==> src/rtl/machine_timer_intc.sv <==
// machine_timer_intc
//   Machine-level interrupt source for the trap unit: 64-bit mtime with a
//   prescaled tick, 64-bit mtimecmp, software interrupt bit (msip), enable
//   mask (ie = {meie, mtie, msie}) and a synchronised external line. All
//   three sources fold into one registered level intr plus a cause code.
// Ports
//   clk, rst            core clock, synchronous active-high reset
//   bus_req/we/addr/wdat single-beat load/store access
//   bus_rdy/bus_rdat     completion one cycle after bus_req, registered data
//   ext_irq              asynchronous external interrupt level
//   intr/intr_cause      level request and cause (11 ext, 3 sw, 7 timer, 0)
module machine_timer_intc #(
   parameter int unsigned PRESCALE  = 16,
   parameter logic [31:0] BASE_ADDR = 32'h0200_0000
) (
   input  logic        clk,
   input  logic        rst,
   input  logic        bus_req,
   input  logic        bus_we,
   input  logic [31:0] bus_addr,
   input  logic [31:0] bus_wdat,
   output logic        bus_rdy,
   output logic [31:0] bus_rdat,
   input  logic        ext_irq,
   output logic        intr,
   output logic [3:0]  intr_cause
);

   localparam logic [15:0] PS_LAST = 16'(PRESCALE - 1);

   logic [63:0] mtime;
   logic [63:0] mtimecmp;
   logic        msip;
   logic [2:0]  ie;
   logic [15:0] presc;
   logic [1:0]  sync;
   logic        tpend;

   logic [2:0]  idx;
   logic        hit;
   logic        wr;
   logic        wr_mtime;
   logic        tick;
   logic [31:0] rd_mux;
   logic        intr_nxt;
   logic [3:0]  cause_nxt;
   logic        epend;

   // byte-lane bits are don't-care for word registers
   logic unused_addr;
   assign unused_addr = &{1'b0, bus_addr[1:0]};

   assign idx      = bus_addr[4:2];
   assign hit      = bus_req && (bus_addr[31:5] == BASE_ADDR[31:5]) && (idx <= 3'd5);
   assign wr       = hit && bus_we;
   assign wr_mtime = wr && (idx == 3'd0 || idx == 3'd1);
   assign tick     = (presc == PS_LAST);
   assign epend    = sync[1];

   // read mux sees register values before this cycle's write/tick
   always_comb begin
      rd_mux = '0;
      case (idx)
         3'd0: rd_mux = mtime[31:0];
         3'd1: rd_mux = mtime[63:32];
         3'd2: rd_mux = mtimecmp[31:0];
         3'd3: rd_mux = mtimecmp[63:32];
         3'd4: rd_mux = {31'd0, msip};
         3'd5: rd_mux = {29'd0, ie};
         default: rd_mux = '0;
      endcase
   end

   always_comb begin
      intr_nxt  = (epend & ie[2]) | (msip & ie[0]) | (tpend & ie[1]);
      cause_nxt = 4'd0;
      if (epend & ie[2])      cause_nxt = 4'd11;
      else if (msip & ie[0])  cause_nxt = 4'd3;
      else if (tpend & ie[1]) cause_nxt = 4'd7;
   end

   always_ff @(posedge clk) begin
      if (rst) begin
         mtime      <= '0;
         mtimecmp   <= '1;
         msip       <= 1'b0;
         ie         <= 3'b000;
         presc      <= '0;
         sync       <= 2'b00;
         tpend      <= 1'b0;
         bus_rdy    <= 1'b0;
         bus_rdat   <= '0;
         intr       <= 1'b0;
         intr_cause <= 4'd0;
      end else begin
         bus_rdy  <= bus_req;
         bus_rdat <= (hit && !bus_we) ? rd_mux : '0;

         // a software write to mtime wins over the tick and restarts the prescaler
         if (wr_mtime) begin
            presc <= '0;
            if (idx == 3'd0) mtime[31:0]  <= bus_wdat;
            else             mtime[63:32] <= bus_wdat;
         end else if (tick) begin
            presc <= '0;
            mtime <= mtime + 64'd1;
         end else begin
            presc <= presc + 16'd1;
         end

         if (wr && idx == 3'd2) mtimecmp[31:0]  <= bus_wdat;
         if (wr && idx == 3'd3) mtimecmp[63:32] <= bus_wdat;
         if (wr && idx == 3'd4) msip            <= bus_wdat[0];
         if (wr && idx == 3'd5) ie              <= bus_wdat[2:0];

         sync <= {sync[0], ext_irq};

         // compares the registered values, so it trails the crossing by a cycle
         tpend <= (mtime >= mtimecmp);

         intr       <= intr_nxt;
         intr_cause <= cause_nxt;
      end
   end

endmodule

==> config.mk <==
export PLATFORM = sky130hd
export DESIGN_NAME = machine_timer_intc
export DESIGN_NICKNAME = d
export VERILOG_FILES = /design/src/rtl/machine_timer_intc.sv
export SDC_FILE = /design/constraint.sdc
export NUM_CORES = 1
export LEC_CHECK = 0
export BUFFER_PORTS_ARGS = -buffer_cell sky130_fd_sc_hd__buf_2
export CORE_AREA = 2 2 132 134
export DETAILED_ROUTE_END_ITERATION = 7
export DIE_AREA = 0 0 134 136
export GPL_ROUTABILITY_DRIVEN = 1
export HOLD_SLACK_MARGIN = 0.06
export PLACE_DENSITY = 0.81
export SYNTH_ARGS = -nofsm -noshare
export SYNTH_HDL_FRONTEND = slang
export SYNTH_SLANG_ARGS = --single-unit
export TNS_END_PERCENT = 100
==> constraint.sdc <==
create_clock -name clk -period 3.61 [get_ports clk]
set_input_delay 0.361 -clock clk [delete_from_list [all_inputs] [get_ports clk]]
set_output_delay 0.361 -clock clk [all_outputs]
set_load 0.02 [all_outputs]
==> impl_results.md, run 1 <==
* Number of pins exceeding their max-slew limit in the final report at 0
* DR vias/cell at between 6 and 7
* Count of instances resized after the clock tree is built at 0
* # diodes at 0
* Layout Skew at between 0.008 and 0.009 ns
* Capturing element type of the critical path: flip-flop
* Number of unique standard cell types used by synthesis at 67
* Fill cell total of the finished layout at 1364
* Placeable core region at between 15000 and 20000 um2
* Least setup slack across all paths after layout at ~0.77 ns
* RSZ-0062 raised after global routing: false
* Tightest Hold Check Type: primary input to flip-flop
* Final number of setup-violating endpoints at 0
* Clk pwr share at between 40% and 50%
* Vias in the first global route at approximately 9500
* Top layer in use: met4
* Mean instance size in the synthesized netlist at around 8.0 um2
* Result of the run: completed
* Highest ir drop seen on vdd at between 0.3 and 0.4 mV
* Routed length on met2 at about 14 mm
* Area growth syn-to-layout at 12.6%
* Number of nets with antenna violations after detailed routing at 0
* Net load switching power at about 0.93 mW
* Post-detailed-placement half-perimeter wirelength at around 21 mm
* Sequential Power Share at between 40% and 50%
* Worst slack after detailed placement at between 0.8 and 0.9 ns
* Clock tree from TritonCTS: done
* Max Clock Freq at approximately 350 MHz
* Number of H-tree levels at 4
* Area taken by flip-flops and latches at roughly 3800 um2
* Layout cells sized above 1 at roughly 13%
* Wirelength per Cell at between 15 and 20 um
* Number of nets in the synthesized netlist at 1445
* Worst slew margin relative to its limit at a little over two fifths
* CTS Root Cell: clkbuf_16
* EDFF count, synth at 0
* Chip height at approximately 140 um
* Number of I/O pins at between 100 and 150
* Seq/Total Area, Yosys at between 30% and 40%
* First-pass GRT wire length at around 48 mm
* Met1 Routed Length at between 10 and 15 mm
* Grt total ovfl at 0
* DRC viols at 0
* Number of DRC violations after detailed-routing iteration 0 at around 1100
* Crit share post-route at between 70 and 80%
* Worst-skew pair later-pin latency at roughly 0.44 ns
* TNS Setup at 0 ns
* Number of vias in the routed layout at 10300
* Standard cell area after detailed placement at between 10000 and 15000 um2
* Leakage power figure at slightly above 5 nW
* Primary flip-flop cell chosen by synthesis mapping: dfxtp_1
* Internal power at between 3 and 4 mW
* Global Route Usage Sum at about a third
* Number of hold buffers added after CTS at 0
* Worst-path maximum fanout at 7
* Yosys warnings at 0
* CTS max path bufs at 2
* Initial antenna violation count at 0
* Die width at between 100 and 150 um
* Aggregate routed wire length at a little under 30 mm
* Initial Util at approximately 62%
* Total of flip-flops plus latches after synthesis at around 190
* Critical path launch point type: flip-flop
* Commonest non-fill, non-tap cell in the layout: dfxtp_1
* Die Footprint at approximately 18000 um2
* Most used cells in the layout excluding fill and tap cells: dfxtp_1, nor2_1, a21oi_1
* Multi-input logic area at 6120 um2
* Post-route cell area at about 12000 um2
* Clock transition at the registers of the reported paths at approximately 0.070 ns
* Core Rows at 48
* Final weighted congestion in routability-driven placement at ~0.95
* Data required time of the critical path at a little under 4 ns
* Initial DRT Pass Iterations at 6
* Fin crit period at 2.84 ns
* Number of buffers inserted to repair setup after CTS at 0
* Post-synthesis cell count at approximately 1300
* Logic pwr share at 3.8%
* Power per cell area at 355 nW/um2
* TritonCTS Buffers at 17
* Number of nets in the layout at 1501
* WL met3 at between 2 and 2.5 mm
* Worst endpoint data arrival time at 3.19 ns
* Slew @ Worst Pin at 0.859 ns
* Fraction of power spent switching nets at ~22%
* Area of the mapped netlist at ~11000 um2
* Buffers added on ports at 104
* Path type of the worst setup path: flip-flop to flip-flop
* Fraction of registers with async set/reset at 0%
* Max cap viols at 0
* Largest net degree at the start of global routing at roughly 80
* Clock tree sinks at about 190
* Count of endpoints failing hold in the final timing report at 0
[sequential cells by signal (all words and copies together), names as in the netlist]
register and flops:
bus_rdat 32, bus_rdy 1, ie 3, intr 1
intr_cause 3, msip 1, mtime 64, mtimecmp 64
presc 16, sync 2, tpend 1
[cell usage after synthesis, types with 4 or more instances]
cell	number	share of area [%]
o21ai_0	70	3.3
o32ai_1	8	0.67
xor2_1	7	0.58
a22oi_1	65	4.6
dfxtp_1	188	36
buf_2	4	0.19
a31oi_1	4	0.24
clkbuf_1	73	2.6
and2_1	17	1.0
buf_1	10	0.36
nand3_1	36	1.7
nor3_1	26	1.2
o31a_1	5	0.42
xnor2_1	7	0.58
nand2_1	89	3.2
or3_1	4	0.24
a211oi_1	20	1.4
o31ai_1	10	0.71
and3_1	21	1.3
nor2b_1	13	0.77
nand3b_1	5	0.36
a21o_1	17	1.2
nand2b_1	9	0.54
inv_1	73	2.6
nor2_1	144	5.1
a211o_1	64	5.3
a21oi_1	121	5.8
mux2i_1	6	0.57
o21a_1	4	0.29
nor4_1	20	1.2
and4_1	15	1.3
ha_1	66	7.9
o22ai_1	6	0.36
nand4_1	33	2.0
[per-stage QoR]
step	power, mW	hold WS (ns)	utilization (%)	cells
after global placement	2.28	0.414	66.5	1572
final	4.19	0.131	70.0	1604
after global routing	4.30	0.155	70.0	1604
after detailed placement	2.28	0.428	66.5	1572
after CTS	4.21	0.117	70.0	1604
after floorplan	2.20	0.414	-	1310
[path summary, 6_finish.rpt]
path / cells past startpoint / startpoint / end / slack [ns]
max: 8 / mtime[0]$_SDFFE_PP0P_ / mtime[56]$_SDFFE_PP0P_ / 0.77
min: 2 / ext_irq / sync[0]$_SDFF_PP0_ / 0.13
max reg2reg: 8 / mtime[0]$_SDFFE_PP0P_ / mtime[56]$_SDFFE_PP0P_ / 0.77
min reg2reg: 1 / sync[0]$_SDFF_PP0_ / sync[1]$_SDFF_PP0_ / 0.44
[critical path, stage by stage (launching register included)]
cell and delay (ns):
dfxtp_1 0.46, ha_1 0.23, nand3_1 0.20, or2b_4 0.35, or4_4 0.62, nor3_4 0.35
nand4_1 0.17, o31a_1 0.27, o32ai_1 0.11
[cells by family (layout without fill, tap and decap cells)]
group	after synthesis	count (layout)	synth area share [%]
AOI/OAI and AO/OA	424	424	27.1
xor gates and xnor gates	14	14	1.17
adders and majority gates	66	66	7.86
buffers and inverters	164	233	6.09
DFF	188	188	35.8
muxes	8	8	0.786
and+or+nand+nor	446	446	21.2
[power by group through the flow]
| stage | sequential (mW) | clock, mW | combinational [mW] |
|---|---|---|---|
| 3_3_place_gp | 2.13 | 0 | 0.154 |
| 5_1_grt | 2.08 | 2.04 | 0.172 |
| 3_5_place_dp | 2.13 | 0 | 0.156 |
| 4_1_cts | 2.08 | 1.97 | 0.157 |
| 2_1_floorplan | 2.13 | 0 | 0.0753 |
| 6_report | 2.08 | 1.95 | 0.160 |
[layer usage]
layer,up-vias,GRT usage [%]
met5,-,0
met4,0,14.7
met3,88,5.37
met2,488,54.9
li1,4931,-
met1,4797,41.4
[area by class of cell]
type	instances	share of cell area, %
Clock inverter	10	1.19
Timing Repair Buffer	128	6.58
Tap cell	225	2.38
Inverter	73	2.32
Clock buffer	22	3.93
Multi-Input combinational cell	958	51.8
Sequential cell	188	31.8
(Power assumes the default switching activity.)
==> run 2: changes to the inputs <==
--- a/config.mk
+++ b/config.mk
@@ -6,12 +6,12 @@
 export NUM_CORES = 1
 export LEC_CHECK = 0
 export BUFFER_PORTS_ARGS = -buffer_cell sky130_fd_sc_hd__buf_2
-export CORE_AREA = 2 2 132 134
+export CORE_AREA = 2 2 143 145
 export DETAILED_ROUTE_END_ITERATION = 7
-export DIE_AREA = 0 0 134 136
+export DIE_AREA = 0 0 145 147
 export GPL_ROUTABILITY_DRIVEN = 1
 export HOLD_SLACK_MARGIN = 0.06
-export PLACE_DENSITY = 0.81
+export PLACE_DENSITY = 0.73
 export SYNTH_ARGS = -nofsm -noshare
 export SYNTH_HDL_FRONTEND = slang
 export SYNTH_SLANG_ARGS = --single-unit
==> constraint.sdc (replaced) <==
create_clock -name clk -period 2.57 [get_ports clk]
set_input_delay 0.257 -clock clk [delete_from_list [all_inputs] [get_ports clk]]
set_output_delay 0.257 -clock clk [all_outputs]
set_load 0.02 [all_outputs]
==> run 2 against run 1 <==
Effect of this change: register-to-register slack got worse by 0.66 ns; largest power group is now the clock network; largest cell class unchanged; hold slack got worse by 0.056 ns; design area rose by 6.7%; critical path depth rose by 1; clock power rose by 61%; sequential share of layout area fell by 2.0 points; clock skew rose by 0.0024 ns; sequential power rose by 40%; sequential cell count did not move; global-route usage fell by 2.8 points.
==> impl_results.md, run 2 (synthesis gave the netlist of run 1 again) <==
* Result of the run: completed
* First-pass GRT wire length at 51.9 mm (+8.3%)
* Layout Utilization at 63.6% (-6.5 points)
* Design Power at 6.30 mW (+50%)
* Commonest non-fill, non-tap cell in the layout: dfxtp_1
* Clock tree sinks at 188 (unchanged)
* Tightest Hold Check Type: primary input to flip-flop
* CTS max path bufs at 2 (unchanged)
* Wirelength per Cell at 18.5 um (-0.46%)
* Number of H-tree levels at 4 (unchanged)
* DRC viols at 0 (unchanged)
* Clock tree from TritonCTS: done
* Power per cell area at 500 nW/um2 (+41%)
* Global Route Usage Sum at 29.9% (-2.8 points)
* Number of nets in the layout at 1573 (+4.8%)
* Grt total ovfl at 0 (unchanged)
* Fill cell total of the finished layout at 1726 (+27%)
* Initial antenna violation count at 0 (unchanged)
* Clock transition at the registers of the reported paths at 0.08 ns (about the same)
* Fin crit period at 2.46 ns (-0.383 ns)
* Number of vias in the routed layout at 10600 (+2.9%)
* Worst-path maximum fanout at 5 (-2)
* Core Rows at 52 (+8.3%)
* RSZ-0062 raised after global routing: false
* Worst slew margin relative to its limit at 57.3% (+15 points)
* Highest ir drop seen on vdd at 0.399 mV (+18%)
* Slew @ Worst Pin at 0.635 ns (-0.224 ns)
* Layout Skew at 0.0113 ns (+0.00239 ns)
* Placeable core region at 19800 um2 (+18%)
* Buffers added on ports at 104 (unchanged)
* Top flop regs: mtime x64, mtimecmp x64, bus_rdat x32
* Crit share post-route at 95.6% (+17 points)
* Number of DRC violations after detailed-routing iteration 0 at 1109 (+2.8%)
* Met3 Resource Use GR at 5.31% (-0.059 points)
* DR vias/cell at 6.16 (-4.1%)
* Final weighted congestion in routability-driven placement at 0.977 (+2.4%)
* Number of I/O pins at 107 (unchanged)
* Busiest metal layer after global routing: met2
* Worst slack after detailed placement at 0.0105 ns (-0.797 ns)
* Path type of the worst setup path: flip-flop to flip-flop
* Count of endpoints failing hold in the final timing report at 0 (unchanged)
* TNS Setup at 0 ns (unchanged)
* Number of pins exceeding their max-slew limit in the final report at 0 (unchanged)
* Initial Util at 52.9% (-9.3 points)
* Least setup slack across all paths after layout at 0.114 ns (-0.657 ns)
* Final number of setup-violating endpoints at 0 (unchanged)
* Vias in the first global route at 10100 (+6.3%)
* # diodes at 0 (unchanged)
* Die Footprint at 21300 um2 (+17%)
* Critical path launch point type: flip-flop
* Largest net degree at the start of global routing at 55 (-33%)
* Most used cells in the layout excluding fill and tap cells: dfxtp_1, nor2_1, a21oi_1
* Max Clock Freq at 407 MHz (+16%)
* Capturing element type of the critical path: flip-flop
* Post-route cell area at 12600 um2 (+6.7%)
* Area growth syn-to-layout at 20.1%
* Aggregate routed wire length at 31.9 mm (+6.8%)
* Die width at 145 um (+8.2%)
* CTS Root Cell: clkbuf_16
* Post-detailed-placement half-perimeter wirelength at 22.2 mm (+7.3%)
* Worst-skew pair later-pin latency at 0.44 ns (about the same)
* Worst endpoint data arrival time at 2.75 ns (-0.44 ns)
* Global Route met2 Usage at 49.8% (-5.1 points)
* # placed instances at 1676 (+6.6%)
* TritonCTS Buffers at 17 (unchanged)
* Standard cell area after detailed placement at 11800 um2 (+4.8%)
* Number of nets with antenna violations after detailed routing at 0 (unchanged)
* Chip height at 147 um (+8.1%)
* Initial DRT Pass Iterations at 6 (unchanged)
* Max cap viols at 0 (unchanged)
* Layout cells sized above 1 at 17.0% (+4.1 points)
* Leakage power figure at 5.51 nW (+8.6%)
* Data required time of the critical path at 2.87 ns (-1.09 ns)
* Worst hold slack after final layout at 0.0748 ns (-0.0564 ns)
* Final non-filler cell total at 1721 (+7.3%)
* Global routing met1 resource utilization at 38.8% (-2.6 points)
[run 2: critical path: stages, from the launching register on]
cell and delay (ns):
dfxtp_2 0.37, ha_1 0.20, nand3_1 0.13, or2b_4 0.32
or4_4 0.57, buf_4 0.17, nor4_1 0.30, o21ai_0 0.13
nand2_1 0.08, a21oi_1 0.05
[run 2: timing repair]
item                                   CTS  global route
pin swaps                                0             4
hold buffers                            12             0
setup endpoints to repair                1            22
resized for setup                        1             9
endpoints found under the hold margin   21             0
buffers inserted                         0             1
[run 2: per-layer routing]
metal	wire [um]	vias to the layer above
li1	-	5064
met1	13500	5014
met5	0	-
met2	15000	460
met4	856	0
met3	2490	66
[run 2: where the power goes]
group          leakage [nW]  switching [mW]  total (mW)  internal (mW)
combinational          3.66           0.151       0.245         0.0934
sequential             1.52         0.00426        2.92           2.92
clock                 0.333            1.26        3.14           1.88
total                  5.51            1.41        6.30           4.89
[run 2: layout make-up]
cell class                      count  area, um2  area share, %
Sequential cell                   188       3760           29.8
Clock inverter                     14        255           2.02
Inverter                           73        274           2.17
Multi-Input combinational cell    958       6150           48.8
Timing Repair Buffer              200       1390           11.0
Tap cell                          270        338           2.68
Clock buffer                       18        439           3.48
[run 2: worst paths after layout]
kind / start / endpoint / slack, ns / cells past startpoint
worst max-delay path: mtime[0]$_SDFFE_PP0P_ / mtime[60]$_SDFFE_PP0P_ / 0.11 / 9
worst max register to register: mtime[0]$_SDFFE_PP0P_ / mtime[60]$_SDFFE_PP0P_ / 0.11 / 9
worst min register to register: sync[0]$_SDFF_PP0_ / sync[1]$_SDFF_PP0_ / 0.46 / 1
worst min-delay path: bus_wdat[19] / mtimecmp[51]$_SDFFE_PP1P_ / 0.07 / 2
==> run 3: changes to the inputs <==
--- a/config.mk
+++ b/config.mk
@@ -6,12 +6,14 @@
 export NUM_CORES = 1
 export LEC_CHECK = 0
 export BUFFER_PORTS_ARGS = -buffer_cell sky130_fd_sc_hd__buf_2
-export CORE_AREA = 2 2 143 145
+export CELL_PAD_IN_SITES_DETAIL_PLACEMENT = 0
+export CELL_PAD_IN_SITES_GLOBAL_PLACEMENT = 1
+export CORE_AREA = 2 2 166 168
 export DETAILED_ROUTE_END_ITERATION = 7
-export DIE_AREA = 0 0 145 147
+export DIE_AREA = 0 0 168 170
 export GPL_ROUTABILITY_DRIVEN = 1
 export HOLD_SLACK_MARGIN = 0.06
-export PLACE_DENSITY = 0.73
+export PLACE_DENSITY = 0.72
 export SYNTH_ARGS = -nofsm -noshare
 export SYNTH_HDL_FRONTEND = slang
 export SYNTH_SLANG_ARGS = --single-unit
==> run 3 against run 2 <==
Effect of this change: critical path depth rose by 2; clock power fell by 15%; fmax rose by 1.1%; register-to-register slack improved by 0.08 ns; wire length rose by 5.5%; largest cell class unchanged; clock skew rose by 0.0027 ns.
==> impl_results.md, run 3 (synthesis gave the netlist of run 1 again) <==
* Fill cell total of the finished layout at 2648 (+53%)
* DR vias/cell at 5.69 (-7.7%)
* Largest net degree at the start of global routing at 56 (+1.8%)
* Fraction of power spent switching nets at 24.2% (+1.8 points)
* Area taken by flip-flops and latches at 3770 um2 (about the same)
* Die Footprint at 28600 um2 (+34%)
* Worst-skew pair later-pin latency at 0.44 ns (about the same)
* Fin crit period at 2.43 ns (-0.0272 ns)
* Final number of setup-violating endpoints at 0 (unchanged)
* Commonest non-fill, non-tap cell in the layout: dfxtp_1
* Path type of the worst setup path: primary input to flip-flop
* Number of cells on the worst reg-to-reg path at 9 (unchanged)
* Die width at 168 um (+16%)
* Sequential Power Share at 50.0% (+3.7 points)
* Clock tree sinks at 188 (unchanged)
* Critical Path Source: bus_req
* Design Power at 5.84 mW (-7.4%)
* Tightest Hold Check Type: primary input to flip-flop
* TNS Setup at 0 ns (unchanged)
* Net load switching power at 1.41 mW (+0.11%)
* Register-to-register setup slack at 0.19 ns (+0.08 ns)
* Initial Util at 39.4% (-14 points)
* Clock tree from TritonCTS: done
* FF-to-FF End: tpend$_SDFF_PP0_
* Number of nets with antenna violations after detailed routing at 0 (unchanged)
* Post-route cell area at 12600 um2 (about the same)
* DRC viols at 0 (unchanged)
* Layout Skew at 0.0140 ns (+0.00272 ns)
* Area growth syn-to-layout at 20.2% (about the same)
* Initial antenna violation count at 1 (+1)
* Vias in the first global route at 9708 (-3.6%)
* TritonCTS Buffers at 17 (unchanged)
* Slew @ Worst Pin at 0.571 ns (-0.0641 ns)
* Cell Chain, Critical Path: dlygate4sd3_1, buf_2, nor4bb_1, and4_1, nand4_1, buf_12, buf_4, a21oi_2, buf_4, a2bb2oi_1, nor2_1
* Leakage power figure at 5.50 nW (-0.27%)
* Worst slew margin relative to its limit at 61.6% (+4.3 points)
* Result of the run: completed
* Placeable core region at 26700 um2 (+34%)
* Grt total ovfl at 0 (unchanged)
* Worst-path maximum fanout at 30 (+25)
* Max cap viols at 0 (unchanged)
* Highest ir drop seen on vdd at 0.359 mV (-10%)
* Crit share post-route at 94.5% (-1.1 points)
* Number of vias in the routed layout at 10200 (-3.4%)
* Buffers added on ports at 104 (unchanged)
* # diodes at 0 (unchanged)
* Crit path top cell by count: buf_4
* Number of H-tree levels at 4 (unchanged)
* CTS Root Cell: clkbuf_16
* Initial DRT Pass Iterations at 5 (-1)
* Capturing element type of the critical path: flip-flop
* Number of I/O pins at 107 (unchanged)
* Post-detailed-placement half-perimeter wirelength at 24.6 mm (+10%)
* Maximum cell stage delay along the critical path at 0.52 ns (-0.05 ns)
* Number of pins exceeding their max-slew limit in the final report at 0 (unchanged)
* Number of DRC violations after detailed-routing iteration 0 at 824 (-26%)
* Data required time of the critical path at 2.89 ns (+0.02 ns)
* RSZ-0062 raised after global routing: false
* Final weighted congestion in routability-driven placement at 0.918 (-6.0%)
* Top flop regs: mtime x64, mtimecmp x64, bus_rdat x32
* First-pass GRT wire length at 53.8 mm (+3.7%)
* Global Route Usage Sum at 23.7% (-6.2 points)
* Wirelength per Cell at 18.7 um (+0.87%)
* Worst endpoint data arrival time at 2.75 ns (about the same)
* Chip height at 170 um (+16%)
* Clk pwr share at 45.8% (-4.0 points)
* Worst r2r src: mtime[0]$_SDFFE_PP0P_
* Critical path launch point type: primary input
* Clock transition at the registers of the reported paths at 0.08 ns (about the same)
* Standard cell area after detailed placement at 12000 um2 (+1.8%)
* Most used cells in the layout excluding fill and tap cells: dfxtp_1, nor2_1, a21oi_1
* Multi-input logic area at 6140 um2 (-0.16%)
* Logic pwr share at 4.2% (+0.3 points)
* Count of endpoints failing hold in the final timing report at 0 (unchanged)
* Power per cell area at 462 nW/um2 (-7.5%)
* Capture point of the critical path: mtime[24]$_SDFFE_PP0P_
* Aggregate routed wire length at 33.6 mm (+5.5%)
* Max Clock Freq at 412 MHz (+1.1%)
* CTS max path bufs at 2 (unchanged)
* Internal power at 4.42 mW (-9.6%)
* Core Rows at 60 (+15%)
* Cells on Worst Hold Path at 2 (unchanged)
* Number of nets in the layout at 1581 (+0.51%)
* Layout cells sized above 1 at 18.0% (+0.93 points)
* Slowest stage cell, crit path: dlygate4sd3_1
==> run 3: cell types whose count changed in the layout (fill, tap and decap cells not counted), sizes merged <==
cell,before,now
clkinv,1,4
inv,78,79
bufinv,6,1
clkbuf,18,19
buf,188,203
dlygate4sd3,12,5
==> run 3: worst min path at each step <==
stage | startpoint | endpoint | slack [ns]
after floorplan | bus_wdat[10] | mtimecmp[10]$_SDFFE_PP1P_ | 0.37
after global placement | sync[0]$_SDFF_PP0_ | sync[1]$_SDFF_PP0_ | 0.43
after detailed placement | sync[0]$_SDFF_PP0_ | sync[1]$_SDFF_PP0_ | 0.43
after CTS | bus_wdat[12] | mtimecmp[44]$_SDFFE_PP1P_ | 0.06
after global routing | bus_wdat[12] | mtimecmp[44]$_SDFFE_PP1P_ | 0.06
final | bus_wdat[26] | mtimecmp[26]$_SDFFE_PP1P_ | 0.07
==> run 3: layer usage <==
| layer | part of all wire [%] | GRT usage [%] |
|---|---|---|
| met1 | 47 | 31.8 |
| met2 | 47 | 40.0 |
| met3 | 4.6 | 3.44 |
| met4 | 1.6 | 5.97 |
| met5 | 0.039 | 0 |
==> run 3: critical path: cells and delay by family <==
family,cells,cell delay [ns]
buffers and inverters,5,1.29
AOI/OAI and AO/OA,2,0.39
and+or+nand+nor,4,0.79
==> run 3: repair_timing <==
action,in CTS,in global routing
endpoints found under the hold margin,7,0
setup endpoints to repair,0,10
resized for setup,0,8
setup buffers,0,0
hold buffers,5,0
==> run 3: power groups by stage <==
stage / combinational (mW) / sequential (mW) / clock, mW
after CTS: 0.244 / 2.92 / 2.74
after floorplan: 0.106 / 2.99 / 0
after global placement: 0.236 / 2.99 / 0
final: 0.243 / 2.92 / 2.67
after global routing: 0.266 / 2.92 / 2.85
after detailed placement: 0.237 / 2.99 / 0
==> run 3: layout make-up <==
cell class	instances	share of cell area, %
Clock buffer	19	3.59
Sequential cell	188	29.8
Inverter	73	2.17
Multi-Input combinational cell	958	48.7
Timing Repair Buffer	208	11.3
Tap cell	341	3.38
Clock inverter	13	1.03
==> run 3: stage by stage <==
step	util, %	hold slack, ns	std cells	setup slack, ns
floorplan	-	0.375	1310	0.109
global placement	44.9	0.427	1763	0.119
detailed placement	44.9	0.435	1763	0.103
CTS	47.3	0.0613	1800	0.0767
global route	47.4	0.0619	1800	0.0314
finish	47.4	0.0697	1800	0.141
